[config.mk]
export PLATFORM = sky130hd
export DESIGN_NAME = conv_result_streamer
export DESIGN_NICKNAME = d
export VERILOG_FILES = /design/src/rtl/matrix_pkg.sv /design/src/rtl/conv_elem_sel.sv /design/src/rtl/conv_result_streamer.sv
export SDC_FILE = /design/constraint.sdc
export NUM_CORES = 1
export LEC_CHECK = 0
export BUFFER_PORTS_ARGS = -buffer_cell sky130_fd_sc_hd__buf_2
export CORE_MARGIN = 5
export CORE_UTILIZATION = 40
export DETAILED_ROUTE_END_ITERATION = 16
export GPL_TIMING_DRIVEN = 0
export PLACE_DENSITY = 0.73
export SYNTH_ARGS = -nofsm -noshare
export SYNTH_HDL_FRONTEND = slang
export SYNTH_SLANG_ARGS = --single-unit
[constraint.sdc]
create_clock -name clk_i -period 14.3 [get_ports clk_i]
set_input_delay 0.715 -clock clk_i [delete_from_list [all_inputs] [get_ports clk_i]]
set_output_delay 0.715 -clock clk_i [all_outputs]
set_load 0.03 [all_outputs]
[src/rtl/matrix_pkg.sv]
// Shared definitions for the matrix/convolution datapath.
// Holds grid dimensions, element widths, the packed-bus index helper and the
// result streamer state encoding. Imported by the convolution unit, the input
// loaders and the result streamer.
package matrix_pkg;

  // Grid geometry and element widths.
  localparam int unsigned MAX_DIM = 5;
  localparam int unsigned ELEM_W  = 16;
  localparam int unsigned IN_W    = 8;
  localparam int unsigned KER_W   = 8;

  // Width of a row/column index or dimension field (holds 0..7).
  localparam int unsigned IDX_W = 3;

  // Total width of a packed MAX_DIM x MAX_DIM result bus.
  localparam int unsigned RES_W = MAX_DIM * MAX_DIM * ELEM_W;

  // Largest legal dimension, expressed in index width for direct compares.
  localparam logic [IDX_W-1:0] MAX_DIM_IDX = IDX_W'(MAX_DIM);

  // Result streamer states.
  typedef enum logic [1:0] {
    StIdle   = 2'd0,
    StStream = 2'd1,
    StDone   = 2'd2
  } stream_state_e;

  // LSB position of element (r,c) in a packed grid of w-bit elements.
  function automatic int unsigned packed_lsb(input int unsigned r,
                                             input int unsigned c,
                                             input int unsigned w);
    return (r * MAX_DIM + c) * w;
  endfunction

endpackage

[src/rtl/conv_elem_sel.sv]
// Combinational element selector for a packed result grid.
// Ports:
//   buf_i  - packed MAX_DIM x MAX_DIM grid, element (r,c) at packed_lsb(r,c,ELEM_W)
//   row_i  - row index of the element to read
//   col_i  - column index of the element to read
//   data_o - selected element; zero when (row_i,col_i) lies outside the grid
module conv_elem_sel
  import matrix_pkg::*;
(
  input  logic [RES_W-1:0]  buf_i,
  input  logic [IDX_W-1:0]  row_i,
  input  logic [IDX_W-1:0]  col_i,
  output logic [ELEM_W-1:0] data_o
);

  localparam int unsigned NumElem = MAX_DIM * MAX_DIM;
  localparam int unsigned FlatW   = $clog2(NumElem + 1);

  // Unpack the bus once so the read is a plain array index.
  logic [ELEM_W-1:0] elems [NumElem];

  for (genvar i = 0; i < NumElem; i++) begin : g_unpack
    assign elems[i] = buf_i[packed_lsb(i / MAX_DIM, i % MAX_DIM, ELEM_W) +: ELEM_W];
  end

  logic [FlatW-1:0] flat_idx;
  logic             in_range;

  assign in_range = (row_i < MAX_DIM_IDX) && (col_i < MAX_DIM_IDX);
  // Row-major flat index, only meaningful when in_range.
  assign flat_idx = FlatW'(row_i) * FlatW'(MAX_DIM) + FlatW'(col_i);

  always_comb begin
    data_o = '0;
    if (in_range) begin
      data_o = elems[flat_idx];
    end
  end

endmodule

[src/rtl/conv_result_streamer.sv]
// Serialises a captured convolution result into a row-major element stream.
// A start pulse in idle snapshots the packed result and its dimensions; the
// snapshot is then emitted one element per valid/ready handshake with row and
// column tags plus end-of-row and end-of-stream flags. All outputs come from
// registers (or pure decode of registers), never from inputs.
// Ports:
//   clk_i, reset_i       - clock, asynchronous active-high reset
//   start_i              - capture request, honoured only when idle
//   out_m_i, out_n_i     - result rows / columns (1..MAX_DIM)
//   dim_error_i          - producer flagged a bad dimension; start is refused
//   conv_result_i        - packed result grid
//   elem_valid_o/ready_i - element handshake
//   elem_data_o          - element value
//   elem_row_o/col_o     - element coordinates
//   elem_last_col_o      - element ends its row
//   elem_last_o          - element ends the stream
//   busy_o               - streaming or finishing
//   done_o               - one-cycle pulse after the final element is accepted
//   err_o                - one-cycle pulse when a start is refused
module conv_result_streamer
  import matrix_pkg::*;
(
  input  logic              clk_i,
  input  logic              reset_i,
  input  logic              start_i,
  input  logic [IDX_W-1:0]  out_m_i,
  input  logic [IDX_W-1:0]  out_n_i,
  input  logic              dim_error_i,
  input  logic [RES_W-1:0]  conv_result_i,
  output logic              elem_valid_o,
  input  logic              elem_ready_i,
  output logic [ELEM_W-1:0] elem_data_o,
  output logic [IDX_W-1:0]  elem_row_o,
  output logic [IDX_W-1:0]  elem_col_o,
  output logic              elem_last_col_o,
  output logic              elem_last_o,
  output logic              busy_o,
  output logic              done_o,
  output logic              err_o
);

  stream_state_e state_q, state_d;

  logic [RES_W-1:0] buf_q, buf_d;
  logic [IDX_W-1:0] m_q, m_d;
  logic [IDX_W-1:0] n_q, n_d;
  logic [IDX_W-1:0] row_q, row_d;
  logic [IDX_W-1:0] col_q, col_d;
  logic             err_q, err_d;

  logic start_ok;
  logic streaming;
  logic at_last_col;
  logic at_last;

  // Dimensions are checked against the live inputs at the moment of capture.
  assign start_ok = !dim_error_i
                    && (out_m_i != '0) && (out_n_i != '0)
                    && (out_m_i <= MAX_DIM_IDX) && (out_n_i <= MAX_DIM_IDX);

  assign streaming   = (state_q == StStream);
  assign at_last_col = (col_q == n_q - IDX_W'(1));
  assign at_last     = at_last_col && (row_q == m_q - IDX_W'(1));

  // Next-state logic.
  always_comb begin
    state_d = state_q;
    buf_d   = buf_q;
    m_d     = m_q;
    n_d     = n_q;
    row_d   = row_q;
    col_d   = col_q;
    err_d   = 1'b0;

    unique case (state_q)
      StIdle: begin
        if (start_i) begin
          if (start_ok) begin
            buf_d   = conv_result_i;
            m_d     = out_m_i;
            n_d     = out_n_i;
            row_d   = '0;
            col_d   = '0;
            state_d = StStream;
          end else begin
            // Refused start leaves the previous snapshot untouched.
            err_d = 1'b1;
          end
        end
      end

      StStream: begin
        if (elem_ready_i) begin
          if (at_last) begin
            // Park the indices at the origin so idle shows a stable (0,0).
            row_d   = '0;
            col_d   = '0;
            state_d = StDone;
          end else if (at_last_col) begin
            row_d = row_q + IDX_W'(1);
            col_d = '0;
          end else begin
            col_d = col_q + IDX_W'(1);
          end
        end
      end

      StDone: begin
        state_d = StIdle;
      end

      default: begin
        state_d = StIdle;
      end
    endcase
  end

  always_ff @(posedge clk_i or posedge reset_i) begin
    if (reset_i) begin
      state_q <= StIdle;
      buf_q   <= '0;
      m_q     <= '0;
      n_q     <= '0;
      row_q   <= '0;
      col_q   <= '0;
      err_q   <= 1'b0;
    end else begin
      state_q <= state_d;
      buf_q   <= buf_d;
      m_q     <= m_d;
      n_q     <= n_d;
      row_q   <= row_d;
      col_q   <= col_d;
      err_q   <= err_d;
    end
  end

  conv_elem_sel u_elem_sel (
    .buf_i  (buf_q),
    .row_i  (row_q),
    .col_i  (col_q),
    .data_o (elem_data_o)
  );

  // Flags are gated by state so they read zero outside a stream.
  assign elem_valid_o    = streaming;
  assign elem_row_o      = row_q;
  assign elem_col_o      = col_q;
  assign elem_last_col_o = streaming && at_last_col;
  assign elem_last_o     = streaming && at_last;
  assign busy_o          = (state_q != StIdle);
  assign done_o          = (state_q == StDone);
  assign err_o           = err_q;

endmodule

# Word-level counts from Yosys, hierarchy flattened
# Cells that the tools add are included.
totals:
  in_bits: 411
  out_inout_bits: 28
  reg_bits: 415
  word_cells: 68
classes:
  n_reduce_logical: 18
  magnitude_cmp: 5
  n_bitwise: 1
  mux: 22
  n_addsub: 5
  mul: 1
  eq_ne: 9
op_table:
  columns: ["operator", "count"]
  rows:
  - ["16-bit binary-select mux with 5-bit select", 1]
  - ["16-bit two-way mux", 3]
  - ["3-bit two-way mux", 8]
  - ["3-bit one-hot mux with 2 select lines", 2]
  - ["1-bit logical AND", 8]
  - ["2-bit two-way mux", 4]
  - ["4-bit AND reduction", 2]
  - ["3-bit by 1-bit adder with 3-bit output (second input constant)", 2]
  - ["3-bit equality test", 2]
  - ["6-bit greater-or-equal comparator (second input constant)", 1]
  - ["3-bit <= comparator (second input constant)", 2]
  - ["3-bit < comparator (second input constant)", 2]
  - ["2-bit != test (second input constant)", 3]
  - ["5-bit inverter with 6-bit output", 1]
  - ["3-bit nonzero test", 2]
  - ["3-bit by 1-bit subtractor with 3-bit output (second input constant)", 2]
  - ["5-bit by 3-bit adder with 5-bit output", 1]
  - ["3-bit by 3-bit multiplier with 5-bit output (second input constant)", 1]
  - ["5-bit AND reduction", 1]
  - ["2-bit one-hot mux with 2 select lines", 1]
  - ["2-bit nonzero test", 2]
  - ["1-bit two-way mux", 3]
  - ["3-bit by 1-bit != test with 1-bit output (second input constant)", 1]
  - ["3-bit AND reduction", 1]
  - ["other kinds (5)", 5]

# Longest topological paths before layout
depth:
  ltp_word: 8
  mapped_depth: 11
  depth_no_buf: 8

# Modules after synthesis
# From an unflattened synthesis, not the netlist that was laid out.
hier_totals:
  cells_unflattened: 2147
  area_unflattened_um2: 19633.8
modules_own_cells:
  columns: ["module", "area_per_inst_um2", "cells_each", "seq_area_each_um2", "n_inst"]
  rows:
  - ["conv_result_streamer", 15875.2, 1777, 10385.0, 1]
  - ["conv_elem_sel", 3758.6, 370, 0.0, 1]

# Least setup slack after synthesis
# Ideal clock, no wire load.
synth_timing:
  path_type: "reg-to-output"
  startpoint: "register row_q[0], in the netlist elem_row_o[0]"
  endpoint: "output port elem_data_o[14]"
  path_buffers: 3
  t_arrival_ns: 4.028
  setup_slack_ns: 9.557
  stages_incl_launch_ff: 9
  path_cell_list: "dfrtp_1 > ha_1 > ha_1 > fa_1 > buf_2 > buf_2 > clkbuf_1 > a2111oi_0 > a2111oi_0"
synth_between:
  elab_chain_cells: 7
  word_cells_on_any_way: 9
synth_lines:
  columns: ["element", "line_no", "rtl"]
  rows:
  - ["from (decl)", "conv_result_streamer.sv:47", "logic [IDX_W-1:0] row_q, row_d;"]
  - ["from (signal assigned)", "conv_result_streamer.sv:132", "row_q <= row_d;"]
  - ["3-bit by 3-bit multiplier with 5-bit output", "conv_elem_sel.sv:31", "assign flat_idx = FlatW'(row_i) * FlatW'(MAX_DIM) + FlatW'(col_i);"]
  - ["5-bit by 3-bit adder with 5-bit output", "conv_elem_sel.sv:31", null]
  - ["5-bit inverter with 6-bit output (implied by the code)", "conv_elem_sel.sv:36", "data_o = elems[flat_idx];"]
  - ["16-bit binary-select mux with 5-bit select", "conv_elem_sel.sv:36", null]
  - ["16-bit two-way mux (implied by the code) (2 in a row)", "conv_elem_sel.sv:36", null]
  - ["16-bit two-way mux *", "conv_elem_sel.sv:35", "if (in_range) begin"]
  - ["to (decl)", "conv_result_streamer.sv:32", "output logic [ELEM_W-1:0] elem_data_o,"]
# Mark *: on every way between the ends. The rest lies on a longest branch, timed or not. The select of a mux whose other input is x is not followed.

# Final worst setup path
layout_timing:
  startpoint: "register row_q[0], in the netlist elem_row_o[0]"
  endpoint: "output port elem_data_o[4]"
# The elaborated chain is that of the path after synthesis.

==> results.yml <==
power_and_ir_drop:
  seq_power_share: 0.287
  intPower_uw: 4127
  ir_drop_mv: 0.1794
  power.share.combinational: 0.551
  p_leak_uw: 0.01110
  p_clk_frac: 0.161
  switching_share: 0.4313
  switching_power_uw: 3131
  p_per_area_nw_per_um2: 302.9
  p_total_uw: 7258
clock_tree:
  cts_buffers: 46
  cts_tree: "built"
  clock-root-buffer: "clkbuf_16"
  post_cts_buffers: 0
  ctsHoldBuffers: 0
  cts.sinks: 415
  cts.repair.resized: 0
  clk_path_buf_depth: 3
  h-tree-depth: 2
  clkLatencyLatePin_ns: 0.56
  clkTransAtPathRegs_ns: 0.06
die:
  io_pins: 439
  start_util: 0.4057
  fp.coreArea_um2: 47850
  die_w_um: 230.3
  dieArea_um2: 53030
  die_h_um: 230.3
  rows: 80
worst_setup_path:
  crit_family: "buffers and inverters"
  rrSetupSlack_ns: 12.17
  cp_data_arrival_time_ns: 4.98
  slowest_stage: "clkbuf_1"
  reg2reg_depth: 6
  cp_max_fo: 10
  worstPathRequired_ns: 13.59
  cp-end-kind: "primary output"
  r2r-end: "buf_q[188]"
  cp_num_buf_inv: 4
  cp_cell_sequence: "ha_1, ha_1, fa_1, buf_2, nand2b_1, clkbuf_1, buf_1, o22ai_1, nor3_1, nor3_1, nor3_1, buf_2"
  reg2reg_from: "state_q[1]"
  startpoint_type: "register"
  crit_path_frequent_cell: "nor3_1"
  cpPeakStageDelay_ns: 0.69
  critPathKind: "register to primary output"
route:
  wirelength_um: 64080
  wl_per_cell_um: 26.04
  dr.pass1.iters: 4
  detail-route-antenna-nets: 0
  via_count: 13325
  first_iter_violations: 649
  drc_errors: 0
  avgViaCountPerCell: 5.414
synth:
  ys_seq_elements: 415
  syn_area_um2: 19410
  ys_seq_area_frac: 0.5350
  yosysTopAreaCell: "dfrtp_1"
  synth_top_area_frac: 0.5350
  synth_fp_nets: 1735
  post_synth_most_frequent_cells: "dfrtp_1, mux2_2, mux2_1"
  async_flop_share: 1.000
  ys_top_cells_by_area: "dfrtp_1, mux2_2, mux2_1"
  synth_edf_count: 0
  ys.flop_type: "dfrtp_1"
  synthDistinctLibCells: 45
  yosysMostFrequentCell: "dfrtp_1"
  syn_avg_cell_area_um2: 14.81
  yosys_warnings: 0
  synth_cells: 1311
timing:
  hold_viol_final: 0
  worst_pin_slew_ns: 0.9257
  fin_tns_setup_ns: 0
  rsz0062_at_grt: "false"
  skew_ns: 0.01078
  max-slew-margin-rel: 0.3829
  setup_violations: 0
  period_minus_slack_ns: 5.696
  slew_violations: 0
  max_freq_mhz: 175.5
  timing.final.crit_share: 0.3984
finish:
  final_cell_count_no_fill: 2461
  layout.nets: 2224
  num-fill-cells: 4153
  finalInstanceArea_um2: 23960
  post_route_cells_drive_above_1_share: 0.5142
  syn_to_final_growth_pct: 23.46
global_routing:
  grt_usage: 0.2389
  grt-ovfl-total: 0
  grt_max_degree: 132
  grt_pass1_vias: 14920
  antenna_found_initial: 24
  grt_first_pass_wirelength_um: 94610
outcome:
  status: "finished clean"
flow_run:
  maxCapViolCount: 0
placement:
  port_buffers: 438
  hpwl_um: 49550
  place_area_um2: 22460
  dp.cells: 2367
  routabilityCongestion: 0.9095
worst_hold_path:
  hold_class: "input port to asynchronous set/reset pin"
==> power groups by stage <==
stage | logic [µW] | clock network (µW) | registers [µW]
floorplan | 2630 | 0 | 2000
global placement | 3980 | 0 | 2060
detailed placement | 4040 | 0 | 2100
CTS | 4050 | 1190 | 2080
global route | 4250 | 1240 | 2150
finish | 4000 | 1170 | 2080
==> stage by stage <==
step | worst slack (ns) | util | hold slack, ns
final | 8.604 | 0.5009 | 0.2189
after global routing | 8.283 | 0.5005 | 0.2678
after CTS | 8.447 | 0.5000 | 0.2249
after detailed placement | 9.050 | 0.4695 | 0.4769
after global placement | -2.146 | 0.4676 | 0.4678
after floorplan | 2.035 | - | 0.4562
==> registers in the layout (all words and copies together) (netlist names) <==
| name | cells |
|---|---|
| buf_q | 400 |
| elem_col_o | 3 |
| elem_row_o | 3 |
| m_q | 3 |
| n_q | 3 |
| state_q | 2 |
| err_o | 1 |
==> layout by cell type (no fill, tap or decap), drive strengths merged, types with 4 or more instances in the layout <==
| cell type | count |
|---|---|
| nand3 | 5 |
| a211oi | 20 |
| mux4 | 44 |
| mux2 | 506 |
| nor2 | 16 |
| xor2 | 6 |
| clkbuf | 79 |
| o22ai | 51 |
| ha | 12 |
| nand2 | 12 |
| mux2i | 15 |
| dfrtp | 415 |
| diode | 16 |
| nor2b | 6 |
| clkinv | 5 |
| and2 | 5 |
| inv | 12 |
| nor3 | 52 |
| a21oi | 4 |
| a2111oi | 6 |
| buf | 517 |
| o21ai | 7 |
==> routing by layer <==
metal  share of wire  GRT usage  wire (µm)  vias up
li1                -          -          -     5866
met1            0.41     0.3029      26560     6868
met2            0.49     0.4037      31120      446
met3           0.063    0.05774       4052      129
met4           0.035    0.08164       2242       16
met5          0.0016          0        102        -
==> how the worst max path moves through the flow <==
stage	slack, ns	endpoint	start	depth (start not counted)
after global routing	8.28	elem_data_o[4]	elem_row_o[0]	12
after detailed placement	9.05	elem_data_o[4]	elem_row_o[0]	12
after global placement	-2.15	buf_q[360]	reset_i	2
after floorplan	2.04	buf_q[0]	reset_i	1
final	8.60	elem_data_o[4]	elem_row_o[0]	12
after CTS	8.45	elem_data_o[4]	elem_row_o[0]	12
==> worst register-to-register path, stage by stage (launching register included) <==
cell and delay [ns]:
dfrtp_1 0.41, or3b_1 0.41, nand4b_4 0.20, buf_2 0.25, buf_6 0.20, buf_6 0.19
mux2_1 0.35
==> cell families (layout without fill, tap and decap cells) <==
logic type,Yosys count,in the layout,synth area share
flip-flops,415,415,0.5350
AND/OR/NAND/NOR,109,109,0.02946
XOR/XNOR,11,11,0.006769
buffers and inverters,100,619,0.03268
AO/OA/AOI/OAI,98,98,0.03494
other,0,16,0
multiplexers,565,565,0.3523
adder cells (fa/ha/maj),13,13,0.008767
==> final cells by class <==
class | count | area [µm²] | area share
diodes | 16 | 40.04 | 0.001671
plain buffers | 90 | 596.8 | 0.02490
clock buffers | 65 | 1304 | 0.05440
clock inverters | 13 | 158.9 | 0.006631
inverters | 10 | 45.04 | 0.001880
multi-input cells | 796 | 8391 | 0.3501
flip-flops and latches | 415 | 10390 | 0.4334
well taps | 615 | 769.5 | 0.03211
repair buffers | 441 | 2275 | 0.09492
Power figures use the tool's default switching activity.
